## src/rtl/instr_fetch_ctrl_pkg.sv

```systemverilog
// Shared types and helpers for the instruction fetch controller.
// Widths are fixed at 32 bits because the prefetch entry is a packed struct.
package instr_fetch_ctrl_pkg;

    localparam int unsigned ADDR_WIDTH = 32;
    localparam int unsigned DATA_WIDTH = 32;
    localparam logic [DATA_WIDTH-1:0] NOP_INSTR = 32'h0000_0013;

    typedef enum logic [2:0] {
        StIdle,
        StFetch,
        StWait,
        StDrain,
        StHalt
    } fetch_state_e;

    typedef struct packed {
        logic [DATA_WIDTH-1:0] instr;
        logic [ADDR_WIDTH-1:0] pc;
        logic                  fault;
    } fetch_entry_t;

    // Word aligned and inside [base, base+bytes); the subtraction keeps the top edge wrap-safe.
    function automatic logic pc_is_legal(input logic [ADDR_WIDTH-1:0] pc,
                                         input logic [ADDR_WIDTH-1:0] base,
                                         input logic [ADDR_WIDTH-1:0] bytes);
        logic [ADDR_WIDTH-1:0] offset;
        offset = pc - base;
        return (pc[1:0] == 2'b00) && (pc >= base) && (offset < bytes);
    endfunction

endpackage

```

## src/rtl/instr_fetch_ctrl_if.sv

```systemverilog
// Fetch-side bundle: redirect input, ROM read port and the decode valid/ready port.
// master = fetch controller, slave = surrounding core / ROM / decode.
interface instr_fetch_ctrl_if;
    import instr_fetch_ctrl_pkg::*;

    logic                  redirect;
    logic [ADDR_WIDTH-1:0] redirect_pc;

    logic                  mem_req;
    logic [ADDR_WIDTH-1:0] mem_addr;
    logic                  mem_rvalid;
    logic [DATA_WIDTH-1:0] mem_rdata;

    logic                  instr_valid;
    logic                  instr_ready;
    logic [DATA_WIDTH-1:0] instr;
    logic [ADDR_WIDTH-1:0] instr_pc;
    logic                  instr_fault;

    modport master (
        input  redirect, redirect_pc, mem_rvalid, mem_rdata, instr_ready,
        output mem_req, mem_addr, instr_valid, instr, instr_pc, instr_fault
    );

    modport slave (
        output redirect, redirect_pc, mem_rvalid, mem_rdata, instr_ready,
        input  mem_req, mem_addr, instr_valid, instr, instr_pc, instr_fault
    );

endinterface

```

## src/rtl/instr_fetch_ctrl_fifo.sv

```systemverilog
// Prefetch FIFO of fetch entries; Depth must be a power of two so pointers wrap naturally.
// Flush and reset clear the pointers; a push into a full FIFO is taken only alongside a pop.
module instr_fetch_ctrl_fifo
    import instr_fetch_ctrl_pkg::*;
#(
    parameter int unsigned Depth = 2,
    localparam int unsigned PtrW = $clog2(Depth),
    localparam int unsigned CntW = PtrW + 1
) (
    input  logic            clk,
    input  logic            rst,
    input  logic            push,
    input  fetch_entry_t    wdata,
    input  logic            pop,
    input  logic            flush,
    output fetch_entry_t    head,
    output logic            full,
    output logic            empty,
    output logic [CntW-1:0] count
);

    fetch_entry_t    mem_q [Depth];
    logic [PtrW-1:0] wr_ptr_q;
    logic [PtrW-1:0] rd_ptr_q;
    logic [CntW-1:0] count_q;
    logic            do_push;
    logic            do_pop;

    assign empty   = (count_q == '0);
    assign full    = (count_q == CntW'(Depth));
    assign count   = count_q;
    assign head    = mem_q[rd_ptr_q];
    assign do_pop  = pop && !empty;
    assign do_push = push && (!full || do_pop);

    always_ff @(posedge clk) begin
        if (rst || flush) begin
            wr_ptr_q <= '0;
            rd_ptr_q <= '0;
            count_q  <= '0;
        end else begin
            if (do_push) wr_ptr_q <= wr_ptr_q + 1'b1;
            if (do_pop)  rd_ptr_q <= rd_ptr_q + 1'b1;
            if (do_push && !do_pop) begin
                count_q <= count_q + 1'b1;
            end else if (!do_push && do_pop) begin
                count_q <= count_q - 1'b1;
            end
        end
    end

    always_ff @(posedge clk) begin
        if (do_push && !flush && !rst) begin
            mem_q[wr_ptr_q] <= wdata;
        end
    end

endmodule

```

## src/rtl/instr_fetch_ctrl.sv

```systemverilog
// Boot-ROM instruction fetch sequencer: one outstanding read, prefetch FIFO towards decode,
// redirect flush with stale-read drain, and fault entries for misaligned/out-of-window PCs.
module instr_fetch_ctrl
    import instr_fetch_ctrl_pkg::*;
#(
    parameter logic [ADDR_WIDTH-1:0] RESET_PC   = 32'hBFC0_0000,
    parameter logic [ADDR_WIDTH-1:0] ROM_BASE   = 32'hBFC0_0000,
    parameter int unsigned           ROM_BYTES  = 4096,
    parameter int unsigned           FIFO_DEPTH = 2
) (
    input logic                clk_i,
    input logic                rst_i,
    instr_fetch_ctrl_if.master bus
);

    localparam int unsigned     CntW   = $clog2(FIFO_DEPTH) + 1;
    localparam logic [CntW:0]   DepthC = (CntW + 1)'(FIFO_DEPTH);
    localparam logic [ADDR_WIDTH-1:0] RomBytesC = ADDR_WIDTH'(ROM_BYTES);

    fetch_state_e          state_q;
    logic [ADDR_WIDTH-1:0] fetch_pc_q;
    logic [ADDR_WIDTH-1:0] mem_addr_q;
    logic                  mem_req_q;
    logic                  inflight_q;

    fetch_entry_t          push_entry;
    fetch_entry_t          head;
    logic                  push;
    logic                  pop;
    logic                  full;
    logic                  empty;
    logic [CntW-1:0]       count;

    logic [ADDR_WIDTH-1:0] next_pc;
    logic                  pc_legal;
    logic                  next_pc_legal;
    logic [CntW:0]         occupancy;
    logic                  issue_now;
    logic                  issue_chain;

    assign pop           = !empty && bus.instr_ready;
    assign next_pc       = fetch_pc_q + 32'd4;
    assign pc_legal      = pc_is_legal(fetch_pc_q, ROM_BASE, RomBytesC);
    assign next_pc_legal = pc_is_legal(next_pc, ROM_BASE, RomBytesC);
    assign occupancy     = {1'b0, count} + {{CntW{1'b0}}, inflight_q};

    always_comb begin
        push        = 1'b0;
        push_entry  = '0;
        issue_now   = 1'b0;
        issue_chain = 1'b0;
        if (!bus.redirect) begin
            unique case (state_q)
                StFetch: begin
                    if (pc_legal) begin
                        issue_now = (occupancy < DepthC);
                    end else if (!full) begin
                        push       = 1'b1;
                        push_entry = '{instr: NOP_INSTR, pc: fetch_pc_q, fault: 1'b1};
                    end
                end
                StWait: begin
                    if (bus.mem_rvalid) begin
                        push       = 1'b1;
                        push_entry = '{instr: bus.mem_rdata, pc: fetch_pc_q, fault: 1'b0};
                        // Re-issue at once if the entry just pushed still leaves a free slot.
                        issue_chain = next_pc_legal &&
                                      (({1'b0, count} + 1'b1) < (DepthC + {{CntW{1'b0}}, pop}));
                    end
                end
                default: ;
            endcase
        end
    end

    always_ff @(posedge clk_i) begin
        if (rst_i) begin
            state_q    <= StIdle;
            fetch_pc_q <= RESET_PC;
            mem_req_q  <= 1'b0;
            mem_addr_q <= '0;
            inflight_q <= 1'b0;
        end else begin
            mem_req_q  <= 1'b0;
            mem_addr_q <= '0;
            if (bus.redirect) begin
                fetch_pc_q <= bus.redirect_pc;
                if (inflight_q && !bus.mem_rvalid) begin
                    state_q <= StDrain;
                end else begin
                    state_q    <= StFetch;
                    inflight_q <= 1'b0;
                end
            end else begin
                unique case (state_q)
                    StIdle: state_q <= StFetch;
                    StFetch: begin
                        if (issue_now) begin
                            mem_req_q  <= 1'b1;
                            mem_addr_q <= fetch_pc_q;
                            inflight_q <= 1'b1;
                            state_q    <= StWait;
                        end else if (push) begin
                            state_q <= StHalt;
                        end
                    end
                    StWait: begin
                        if (bus.mem_rvalid) begin
                            fetch_pc_q <= next_pc;
                            if (issue_chain) begin
                                mem_req_q  <= 1'b1;
                                mem_addr_q <= next_pc;
                            end else begin
                                inflight_q <= 1'b0;
                                state_q    <= StFetch;
                            end
                        end
                    end
                    StDrain: begin
                        if (bus.mem_rvalid) begin
                            inflight_q <= 1'b0;
                            state_q    <= StFetch;
                        end
                    end
                    StHalt:  state_q <= StHalt;
                    default: state_q <= StIdle;
                endcase
            end
        end
    end

    instr_fetch_ctrl_fifo #(
        .Depth (FIFO_DEPTH)
    ) u_fifo (
        .clk   (clk_i),
        .rst   (rst_i),
        .push  (push),
        .wdata (push_entry),
        .pop   (pop),
        .flush (bus.redirect),
        .head  (head),
        .full  (full),
        .empty (empty),
        .count (count)
    );

    assign bus.mem_req     = mem_req_q;
    assign bus.mem_addr    = mem_addr_q;
    assign bus.instr_valid = !empty;
    assign bus.instr       = empty ? '0 : head.instr;
    assign bus.instr_pc    = empty ? '0 : head.pc;
    assign bus.instr_fault = !empty && head.fault;

endmodule
```

## src/flat_wrapper.sv

```systemverilog
// flat-port wrapper written by rule: the top's interface ports become plain ports
module instr_fetch_ctrl_flat import instr_fetch_ctrl_pkg::*;
#(
    parameter logic [ADDR_WIDTH-1:0] RESET_PC   = 32'hBFC0_0000,
    parameter logic [ADDR_WIDTH-1:0] ROM_BASE   = 32'hBFC0_0000,
    parameter int unsigned           ROM_BYTES  = 4096,
    parameter int unsigned           FIFO_DEPTH = 2
)
  (clk_i, rst_i, bus_redirect, bus_redirect_pc, bus_mem_rvalid, bus_mem_rdata, bus_instr_ready, bus_mem_req, bus_mem_addr, bus_instr_valid, bus_instr, bus_instr_pc, bus_instr_fault);
  instr_fetch_ctrl_if bus_i ();
  input logic clk_i;
  input logic rst_i;
  input wire logic [$bits(bus_i.redirect)-1:0] bus_redirect;
  input wire logic [$bits(bus_i.redirect_pc)-1:0] bus_redirect_pc;
  input wire logic [$bits(bus_i.mem_rvalid)-1:0] bus_mem_rvalid;
  input wire logic [$bits(bus_i.mem_rdata)-1:0] bus_mem_rdata;
  input wire logic [$bits(bus_i.instr_ready)-1:0] bus_instr_ready;
  output wire logic [$bits(bus_i.mem_req)-1:0] bus_mem_req;
  output wire logic [$bits(bus_i.mem_addr)-1:0] bus_mem_addr;
  output wire logic [$bits(bus_i.instr_valid)-1:0] bus_instr_valid;
  output wire logic [$bits(bus_i.instr)-1:0] bus_instr;
  output wire logic [$bits(bus_i.instr_pc)-1:0] bus_instr_pc;
  output wire logic [$bits(bus_i.instr_fault)-1:0] bus_instr_fault;
  assign bus_i.redirect = bus_redirect;
  assign bus_i.redirect_pc = bus_redirect_pc;
  assign bus_i.mem_rvalid = bus_mem_rvalid;
  assign bus_i.mem_rdata = bus_mem_rdata;
  assign bus_i.instr_ready = bus_instr_ready;
  assign bus_mem_req = bus_i.mem_req;
  assign bus_mem_addr = bus_i.mem_addr;
  assign bus_instr_valid = bus_i.instr_valid;
  assign bus_instr = bus_i.instr;
  assign bus_instr_pc = bus_i.instr_pc;
  assign bus_instr_fault = bus_i.instr_fault;
  instr_fetch_ctrl #(.RESET_PC(RESET_PC), .ROM_BASE(ROM_BASE), .ROM_BYTES(ROM_BYTES), .FIFO_DEPTH(FIFO_DEPTH)) u_core (.clk_i(clk_i), .rst_i(rst_i), .bus(bus_i));
endmodule
```

## config.mk

```make
export PLATFORM = sky130hd
export DESIGN_NAME = instr_fetch_ctrl_flat
export DESIGN_NICKNAME = d
export VERILOG_FILES = /design/src/rtl/instr_fetch_ctrl_pkg.sv /design/src/rtl/instr_fetch_ctrl_if.sv /design/src/rtl/instr_fetch_ctrl_fifo.sv /design/src/rtl/instr_fetch_ctrl.sv /design/src/flat_wrapper.sv
export SDC_FILE = /design/constraint.sdc
export NUM_CORES = 1
export LEC_CHECK = 0
export CAP_MARGIN = 20
export CORE_MARGIN = 8
export CORE_UTILIZATION = 60
export CTS_CLUSTER_DIAMETER = 120
export CTS_CLUSTER_SIZE = 30
export DETAILED_ROUTE_END_ITERATION = 10
export DONT_BUFFER_PORTS = 1
export PLACE_DENSITY = 0.84
export SLEW_MARGIN = 20
export SYNTH_ARGS = -nofsm -noshare
export SYNTH_HDL_FRONTEND = slang
export SYNTH_SLANG_ARGS = --single-unit
```

## constraint.sdc

```tcl
create_clock -name clk_i -period 6.95 [get_ports clk_i]
set_input_delay 0.3475 -clock clk_i [delete_from_list [all_inputs] [get_ports clk_i]]
set_output_delay 0.3475 -clock clk_i [all_outputs]
set_load 0.01 [all_outputs]
```

After elaboration in Yosys (flattened, before gate mapping):

Memory sizes are Yosys's and may differ from the RTL's. A register that Yosys moved wholly into a read port is not among the register bits.
Index checks and enable logic that the tools add are counted.

* input port bits: 69
* RAM bits: 130
* logic and storage cells: 121
* register bits after elaboration: 73
* memories kept: 1

* order comparisons: 6
* multiplexer cells: 50
* equal/unequal tests: 11
* reduce and logical (&&, ||, !) cells: 35
* add/sub/neg operators: 10

Memories
* u_core.u_fifo.mem_q: depth 2, bits a word 65, rd ports 1, clocked after memory_dff 1, wr ports 1, RTL line instr_fetch_ctrl_fifo.sv:22 `fetch_entry_t mem_q [Depth];`

Operators by type and width (number)
* two-way mux 32 bit: 8
* two-way mux 65 bit: 3
* case mux 65 bit (2 select lines): 1
* >= comparator 32 bit (second input constant): 2
* less-than comparator 32 x 13 -> 1 bit (second input constant): 2
* case mux 32 bit (2 select lines): 1
* subtractor 32 bit (second input constant): 2
* two-way mux 38 bit: 1
* adder 32 x 3 -> 32 bit (second input constant): 1
* two-way mux 1 bit: 23
* two-way mux 3 bit: 6
* case mux 3 bit (5 select lines): 1
* logical AND 1 bit: 14
* inequality test 3 bit (second input constant): 3
* zero test 1 bit: 7
* == test 3 x 2 -> 1 bit (second input constant): 2
* zero test 2 bit: 3
* two-way mux 2 bit: 3
* AND reduction 6 bit: 1
* nonzero test 2 bit: 3
* inequality test 4 x 3 -> 1 bit (second input constant): 1
* case mux 1 bit (2 select lines): 2
* AND reduction 4 bit: 1
* nonzero test 4 bit: 1
* other kinds (18): 20

Depth between registers and ports, before layout:

Gate-level depths: netlist (run 1).

* word-level depth: 13
* mapped depth: 13

By module:

A second synthesis (run 1) with hierarchy kept.

* cells, all modules: 824
* area, all modules: 9514.1 sq um

Modules (own cells, without submodules)
* instr_fetch_ctrl_fifo: times used 1, area an instance 4939.7 sq um, cells an instance 228
* instr_fetch_ctrl: times used 1, area an instance 4574.4 sq um, cells an instance 596

Least setup slack after synthesis (run 1):

No wires, ideal clock.

* path kind: reg-to-reg
* from: register u_core.fetch_pc_q[15]
* to: memory u_core.u_fifo.mem_q[0][0] (netlist name) (enable)
* path buffers: 2
* data required time: 6.462 ns
* clock period less this slack: 5.096 ns
* stages on the path, launching flop included: 11
* library setup time: 0.488 ns
* arrival: 4.608 ns
* slack: 1.854 ns
* cells stage by stage: dfxtp_1 -> clkbuf_1 -> nor4_1 -> nand4_1 -> nor3_1 -> nand2b_1 -> and2_1 -> clkbuf_1 -> a211oi_1 -> nand2_1 -> nor2_1

* cells in the longest elaborated chain, start to end: 11

RTL lines
* start, declared: RTL line instr_fetch_ctrl.sv:21 `logic [ADDR_WIDTH-1:0] fetch_pc_q;`
* start signal, assigned: RTL line instr_fetch_ctrl.sv:87 `fetch_pc_q <= bus.redirect_pc;`
* start signal, assigned: RTL line instr_fetch_ctrl.sv:109 `fetch_pc_q <= next_pc;`
* subtractor 32 bit or >= comparator 32 bit (tied branches): RTL line instr_fetch_ctrl_pkg.sv:28, instr_fetch_ctrl_pkg.sv:29
* less-than comparator 32 x 13 -> 1 bit or logical AND 1 bit (tied branches): RTL line instr_fetch_ctrl_pkg.sv:29 `return (pc[1:0] == 2'b00) && (pc >= base) && (offset < bytes);`
* logical AND 1 bit *: RTL line instr_fetch_ctrl_pkg.sv:29
* two-way mux 1 bit *: RTL line instr_fetch_ctrl.sv:55 `if (pc_legal) begin`
* case mux 1 bit (2 select lines) *: RTL line instr_fetch_ctrl.sv:53 `unique case (state_q)`
* two-way mux 1 bit *: RTL line instr_fetch_ctrl.sv:52 `if (!bus.redirect) begin`
* logical AND 1 bit *: RTL line instr_fetch_ctrl_fifo.sv:34 `assign do_push = push && (!full || do_pop);`
* named net u_core.u_fifo.do_push: RTL line instr_fetch_ctrl_fifo.sv:26 `logic do_push;`
* logical AND 1 bit * (2 in series): RTL line instr_fetch_ctrl_fifo.sv:53 `if (do_push && !flush && !rst) begin`
* two-way mux 1 bit *: RTL line instr_fetch_ctrl_fifo.sv:53
* two-way mux 1 bit (implied by the code) *: RTL line instr_fetch_ctrl_fifo.sv:54 `mem_q[wr_ptr_q] <= wdata;`
* end, declared: RTL line instr_fetch_ctrl_fifo.sv:22

Mark *: on every way through the listed nets, which the timed path passes. The rest lies on a longest branch.

Worst setup path after layout (run 1):

* from: register u_core.fetch_pc_q[3]
* to: register u_core.mem_addr_q[31] (netlist: u_core.bus.mem_addr[31])

* cells in the longest elaborated chain, start to end: 11

RTL lines
* adder 32 x 3 -> 32 bit: RTL line instr_fetch_ctrl.sv:42 `assign next_pc = fetch_pc_q + 32'd4;`
* subtractor 32 bit or >= comparator 32 bit (tied branches): RTL line instr_fetch_ctrl_pkg.sv:28, instr_fetch_ctrl_pkg.sv:29
* less-than comparator 32 x 13 -> 1 bit or logical AND 1 bit (tied branches): RTL line instr_fetch_ctrl_pkg.sv:29
* logical AND 1 bit: RTL line instr_fetch_ctrl_pkg.sv:29
* logical AND 1 bit: RTL line instr_fetch_ctrl.sv:67 `issue_chain = next_pc_legal &&`
* two-way mux 1 bit: RTL line instr_fetch_ctrl.sv:63 `if (bus.mem_rvalid) begin`
* two-way mux 1 bit: RTL line instr_fetch_ctrl.sv:53
* two-way mux 1 bit: RTL line instr_fetch_ctrl.sv:52
* two-way mux 32 bit: RTL line instr_fetch_ctrl.sv:110 `if (issue_chain) begin`
* two-way mux 32 bit: RTL line instr_fetch_ctrl.sv:108 `if (bus.mem_rvalid) begin`
* case mux 32 bit (2 select lines) *: RTL line instr_fetch_ctrl.sv:95 `unique case (state_q)`
* end signal, assigned: RTL line instr_fetch_ctrl.sv:100 `mem_addr_q <= fetch_pc_q;`
* end signal, assigned: RTL line instr_fetch_ctrl.sv:112 `mem_addr_q <= next_pc;`
* end, declared: RTL line instr_fetch_ctrl.sv:22 `logic [ADDR_WIDTH-1:0] mem_addr_q;`

Every way passes the cells marked *; elsewhere a longest branch is shown, timed or not.
A chain may end at the register's enable or synchronous reset.

==> flow_summary_export.csv, run 1 <==
group,metric,value,unit
floorplan,die_w,140,um
flow_run,cap_violations,0,
timing,max_slew.worst_pin.slew,1.12,ns
setup_path,cp_max_fo,11,
timing,finalSetupTns,0,ns
finish,area_growth,4.60,%
setup_path,r2r_cells,10,
timing,relSlewSlack,25.4,%
global_route,antenna_found_initial,0,
setup_path,cp_slowest_cell,"nor4_1",
setup_path,crit_chain,"ha_1, nand2_1, or4_1, nor4_1, nor2_1, a41oi_1, o2bb2ai_1, buf_4, o21a_1, nor2_2",
synth,yosys_register_bits,204,
clocking,cts_resized,0,
hold_path,hold_path_depth,2,
drt,drt_first_pass_iters,5,
drt,viasPerCell,6.04,
synth,async_flop_share,0,%
power,power_density,227,nW/um2
run_status,status,"completed",
floorplan,die_area,19500,um2
place,gp_congestion,0.944,
setup_path,slowest_delay,0.64,ns
timing,holdWs,0.0125,ns
synth,yosysUniqueCellTypes,62,
power,ir_drop,0.173,mV
power,p_int,0.00167,W
timing,fin_worst_skew,0.0199,ns
synth,ys.flop_type,"edfxtp_1",
power,p_switching,0.000515,W
timing,final_max_slew_viol_count,0,
global_route,grt_max_degree,74,
global_route,grtUsageTotal,20.5,%
setup_path,cp_num_cells,10,
setup_path,crit_type,"reg2reg",
floorplan,die_y,140,um
setup_path,start_kind,"flip-flop",
drt,drt-total-wl,20900,um
floorplan,core-area,15100,um2
synth,synth_cells,825,
timing,fmax,277,MHz
global_route,grt_overflow_total,0,
global_route,grt_pass1_vias,5832,
clocking,h-tree-depth,1,
place,place_hpwl,14400,um
finish,final_net_count,876,
synth,yosysSeqAreaShare,58.6,%
drt,route.detailed.drc,0,
timing,finalHoldViolCount,0,
drt,ant_nets,0,
drt,num_vias,5997,
power,totalPowerFinal,0.00219,W
finish,diodes,0,
power,switching_share,23.5,%
hold_path,worstHoldPathType,"in2reg",
setup_path,cp-end-kind,"flip-flop",
setup_path,cp_top_family,"simple AND/OR/NAND/NOR gates",
finish,final_layout_size_suffix_gt1_share,5.96,%
drt,drt_iter0_markers,468,
clocking,postCtsSetupRepairBufs,0,
synth,avgSynthCellArea,11.1,um2
clocking,clock_latency,0.47,ns
floorplan,io_pins,168,
power,comb_power_share,8.3,%
drt,avgRoutedWirePerCell,21.1,um
clocking,cts.sinks,204,
synth,synthesis.area,9190,um2
power,clockPowerShare,29.8,%
power,pwr-share-seq,61.9,%
clocking,cts-root-buf,"clkbuf_16",
timing,setup_viol,0,
finish,layout_commonest_cell,"edfxtp_1",
setup_path,cp.required,7.28,ns
clocking,clk_path_buf_depth,3,
clocking,cts_tree,"built",
floorplan,initial_core_util,60.9,%
finish,fillers,1188,
synth,synth_edf_count,130,
place,port_buffers,0,
setup_path,worstPathArrival,3.94,ns
clocking,clk_pin_slew_worst_paths,0.11,ns
timing,post-route-min-period,3.60,ns
synth,yosysWarnings,0,
setup_path,critPathBufInv,1,
power,p_leak,3.07,nW
floorplan,rows,45,
timing,finalCritPeriodShare,51.9,%
clocking,numCtsBuffers,10,
finish,final_cell_mix,"edfxtp_1 (130), nor2_1 (128), mux2i_1 (75)",
global_route,grt_pass1_wl,32500,um
timing,rsz0062_at_grt,"no",
[area by class of cell]
type                       count  area (um2)  area share, %
sequential                   204        5390           56.0
multi-input combinational    559        3540           36.8
clock buffer                  15         290           3.02
tap                          188         235           2.45
timing repair buffer          13         108           1.12
inverter                      13        48.8          0.507
clock inverter                 1        8.76         0.0911
[cells in the mapped netlist (2+ instances only)]
cell type	instances	share of area (%)
or4_1	6	0.49
xor2_1	9	0.86
and2_1	56	3.8
a2111o_1	2	0.24
a31oi_1	5	0.34
o211ai_1	4	0.33
buf_1	6	0.24
and3_1	3	0.20
a22o_1	2	0.19
nor4_1	17	1.2
nand2_1	42	1.7
a2111oi_2	2	0.33
nand2b_1	8	0.54
a21oi_1	27	1.5
nor4b_1	2	0.19
xnor2_1	29	2.8
nor2_2	10	0.68
o21ai_0	9	0.49
nand4_1	8	0.54
buf_4	9	0.73
nand4_2	2	0.27
buf_6	2	0.24
or3_1	9	0.61
ha_1	6	0.82
mux2i_1	75	8.2
nand3_1	16	0.87
a221o_1	5	0.54
o21a_1	4	0.33
nor3_1	30	1.6
buf_2	5	0.27
edfxtp_1	130	42
inv_1	13	0.53
a211oi_1	2	0.16
dfxtp_1	74	16
nor2_1	129	5.3
a21o_1	2	0.16
nand3b_1	2	0.16
clkbuf_1	39	1.6
[stage by stage]
stage / area, um2 / utilization, % / worst slack (ns) / std cells
2_1_floorplan: 9240 / - / 1.85 / 837
6_report: 9620 / 63.7 / 3.35 / 993
3_5_place_dp: 9260 / 61.4 / 3.39 / 971
4_1_cts: 9610 / 63.7 / 3.39 / 992
3_3_place_gp: 9260 / 61.4 / 3.41 / 971
5_1_grt: 9620 / 63.7 / 3.03 / 993
[flip-flops by register name (all words and copies together) (netlist names), named ones only]
register,flops
u_core.bus.mem_addr,32
u_core.bus.mem_req,1
u_core.fetch_pc_q,32
u_core.inflight_q,1
u_core.state_q,3
u_core.u_fifo.count,2
u_core.u_fifo.mem_q,130
u_core.u_fifo.rd_ptr_q,1
u_core.u_fifo.wr_ptr_q,1
[timing repair]
action	4_1_cts	5_1_grt
endpoints found under the setup margin	0	0
endpoints found under the hold margin	32	1
hold buffers	5	1
[routing by layer]
metal  share of wire, %  track usage [%]
met1                 43             27.1
met2                 47             32.6
met3                7.6             5.10
met4                2.5             6.40
met5                  0                0
[worst paths after layout]
check | from | end | slack, ns
hold / removal | bus_redirect_pc[28] | u_core.fetch_pc_q[28] | 0.01
setup / recovery | u_core.fetch_pc_q[3] | u_core.bus.mem_addr[31] | 3.35
setup reg to reg | u_core.fetch_pc_q[3] | u_core.bus.mem_addr[31] | 3.35
hold reg to reg | u_core.inflight_q | u_core.state_q[1] | 0.55
[cells by family (layout without fill, tap and decap cells)]
family | Yosys count | count (layout) | share of synthesized area, %
compound gates | 76 | 76 | 5.76
simple gates | 350 | 350 | 19.3
flops | 204 | 204 | 58.6
mux | 76 | 76 | 8.29
fa+ha+maj | 6 | 6 | 0.817
buf+inv | 74 | 42 | 3.62
other cells | 1 | 13 | 0.0408
xor+xnor | 38 | 38 | 3.62
[power by group through the flow]
stage                     Clock [W]  Combinational [W]  Sequential [W]
final                      0.000653           0.000181         0.00135
after global routing       0.000708           0.000199         0.00136
after CTS                  0.000668           0.000181         0.00135
after detailed placement          0           0.000174         0.00138
after global placement            0           0.000172         0.00138
after floorplan                   0           0.000164         0.00136
Power figures use the tool's default switching activity.
==> inputs of run 2 (changes only) <==
==> constraint.sdc (replaced) <==
create_clock -name clk_i -period 3.7 [get_ports clk_i]
set_input_delay 0.185 -clock clk_i [delete_from_list [all_inputs] [get_ports clk_i]]
set_output_delay 0.185 -clock clk_i [all_outputs]
set_load 0.01 [all_outputs]
==> run 2 against run 1 <==
Compared with the run above: fmax is 1.9% higher; sequential cell count stayed put; sequential power rose by 87%; power increased by 93%; register-to-register slack got worse by 3.2 ns; clock skew up 0.0039 ns; first-iteration DRC count shrank 15%; non-clock buffer count grew 104; critical endpoint is now u_core.bus.mem_addr[8].
==> flow_summary_export.csv, run 2 (synthesis gave the netlist of run 1 again) <==
group,metric,value,unit
run_status,status,"completed",
drt,drt_iter0_markers,396,
finish,post-route-util,71.1,%
finish,fin_area,10700,um2
finish,regMostFlops,"u_core.u_fifo.mem_q",
finish,largest_register_ffs,130,
setup_path,r2r-end,"u_core.bus.mem_addr[8]",
finish,final_layout_size_suffix_gt1_share,7.04,%
floorplan,io_pins,168,
drt,drt-total-wl,22400,um
power,clockPowerShare,29.1,%
setup_path,critPathLaunch,"u_core.fetch_pc_q[3]",
setup_path,crit_type,"reg2reg",
place,gp_congestion,0.938,
floorplan,core-area,15100,um2
timing,max_slew.worst_pin.slew,0.739,ns
setup_path,cp_num_cells,9,
place,place_hpwl,14300,um
clocking,cts_tree,"built",
place,placed_area,9360,um2
floorplan,die_y,140,um
clocking,clk_path_buf_depth,3,
power,power_density,393,nW/um2
drt,num_vias,6455,
power,totalPowerFinal,0.00422,W
setup_path,cp_common_cell,"a2111o_1",
finish,final_net_count,980,
setup_path,crit_end,"u_core.bus.mem_addr[8]",
setup_path,r2r_setup_slack,0.16,ns
global_route,antenna_found_initial,0,
finish,diodes,0,
floorplan,die_w,140,um
drt,drt_first_pass_iters,5,
setup_path,reg2reg_from,"u_core.fetch_pc_q[3]",
power,p_switching,0.000999,W
global_route,grt_pass1_vias,6445,
hold_path,worstHoldPathType,"in2reg",
timing,finalSetupTns,0,ns
drt,route.detailed.drc,0,
setup_path,cp-end-kind,"flip-flop",
floorplan,rows,45,
drt,viasPerCell,5.88,
timing,post-route-min-period,3.54,ns
setup_path,cp_top_family,"simple AND/OR/NAND/NOR gates",
global_route,grt_pass1_wl,35500,um
timing,setup_viol,0,
setup_path,cp_slowest_cell,"or4_1",
setup_path,critPathBufInv,0,
clocking,clock_latency,0.47,ns
setup_path,cp_max_fo,11,
setup_path,worstPathArrival,3.95,ns
power,pwr-share-seq,60.1,%
place,dp.cells,981,
timing,finalHoldViolCount,0,
global_route,grtUsageTotal,22.3,%
floorplan,die_area,19500,um2
setup_path,r2r_cells,9,
power,p_leak,3.57,nW
setup_path,start_kind,"flip-flop",
setup_path,crit_chain,"ha_1, nand2_1, or4_1, a2111o_1, a2111o_1, a22oi_2, nand4_2, nor3_4, a221o_1",
finish,stdcell_count,1097,
clocking,cts-root-buf,"clkbuf_16",
timing,final_max_slew_viol_count,0,
power,comb_power_share,10.9,%
drt,avgRoutedWirePerCell,20.4,um
flow_run,cap_violations,0,
timing,fmax,283,MHz
timing,finalCritPeriodShare,95.6,%
timing,fin_worst_skew,0.0238,ns
clocking,numCtsBuffers,10,
place,port_buffers,0,
finish,final_cell_mix,"edfxtp_1 (130), nor2_1 (128), dlygate4sd3_1 (97)",
timing,rsz0062_at_grt,"yes",
power,p_int,0.00322,W
global_route,grt_max_degree,67,
global_route,grt_overflow_total,0,
finish,area_growth,16.7,%
finish,layout_commonest_cell,"edfxtp_1",
power,ir_drop,0.295,mV
timing,relSlewSlack,50.7,%
drt,ant_nets,0,
setup_path,cp.required,4.12,ns
floorplan,initial_core_util,60.9,%
clocking,h-tree-depth,1,
setup_path,slowest_delay,0.59,ns
clocking,clk_pin_slew_worst_paths,0.11,ns
power,switching_share,23.7,%
clocking,cts.sinks,204,
-- run 2: per-layer routing --
metal  wire (um)  share of wire, %  global-route usage, %  vias up
met4         348               1.6                   4.23        0
met2       11100                50                   38.6      240
met5           0                 0                      0        -
met3        1410               6.3                   3.86       22
met1        9530                42                   28.9     3142
li1            -                 -                      -     3051
-- run 2: area by class of cell --
| type | instances | area [um2] |
|---|---|---|
| inverters | 13 | 48.8 |
| repair buffers | 117 | 1200 |
| clock buffers | 15 | 290 |
| clock inverters | 1 | 8.76 |
| multi-input cells | 559 | 3560 |
| well taps | 188 | 235 |
| fillers | 1057 | 4360 |
| flip-flops and latches | 204 | 5390 |
-- run 2: stage by stage --
stage               hold WS [ns]  setup slack (ns)
global route              0.0241           -0.0323
global placement           0.260             0.324
CTS                      0.00213            0.0345
floorplan                  0.313             0.366
detailed placement         0.261             0.249
finish                   0.00878             0.164
-- run 2: power groups by stage --
stage | clock network, W | logic, W | registers [W]
after floorplan | 0 | 0.000309 | 0.00255
after global placement | 0 | 0.000335 | 0.00259
after detailed placement | 0 | 0.000341 | 0.00259
after CTS | 0.00126 | 0.000449 | 0.00254
after global routing | 0.00133 | 0.000501 | 0.00254
final | 0.00123 | 0.000459 | 0.00253
-- run 2: worst min-delay path by stage --
stage,from,end,slack [ns],cells past startpoint
2_1_floorplan,bus_redirect_pc[23],u_core.fetch_pc_q[23],0.31,2
3_3_place_gp,rst_i,flip-flop,0.26,1
3_5_place_dp,rst_i,u_core.fetch_pc_q[16],0.26,1
4_1_cts,bus_redirect,u_core.u_fifo.wr_ptr_q,0.002,3
5_1_grt,bus_redirect,u_core.u_fifo.wr_ptr_q,0.02,3
6_report,bus_redirect,u_core.u_fifo.wr_ptr_q,0.009,3
-- run 2: what timing repair did --
action,CTS,global route
gates resized for setup,0,5
endpoints found under the setup margin,0,5
hold endpoints to repair,120,0
setup buffers,0,0
hold buffers,99,0
-- run 2: tightest hold or removal path: cells and delay by family --
| kind | cells | cell delay (ns) |
|---|---|---|
| xor+xnor | 1 | 0.15 |
| simple gates | 1 | 0.04 |
| compound gates | 1 | 0.07 |
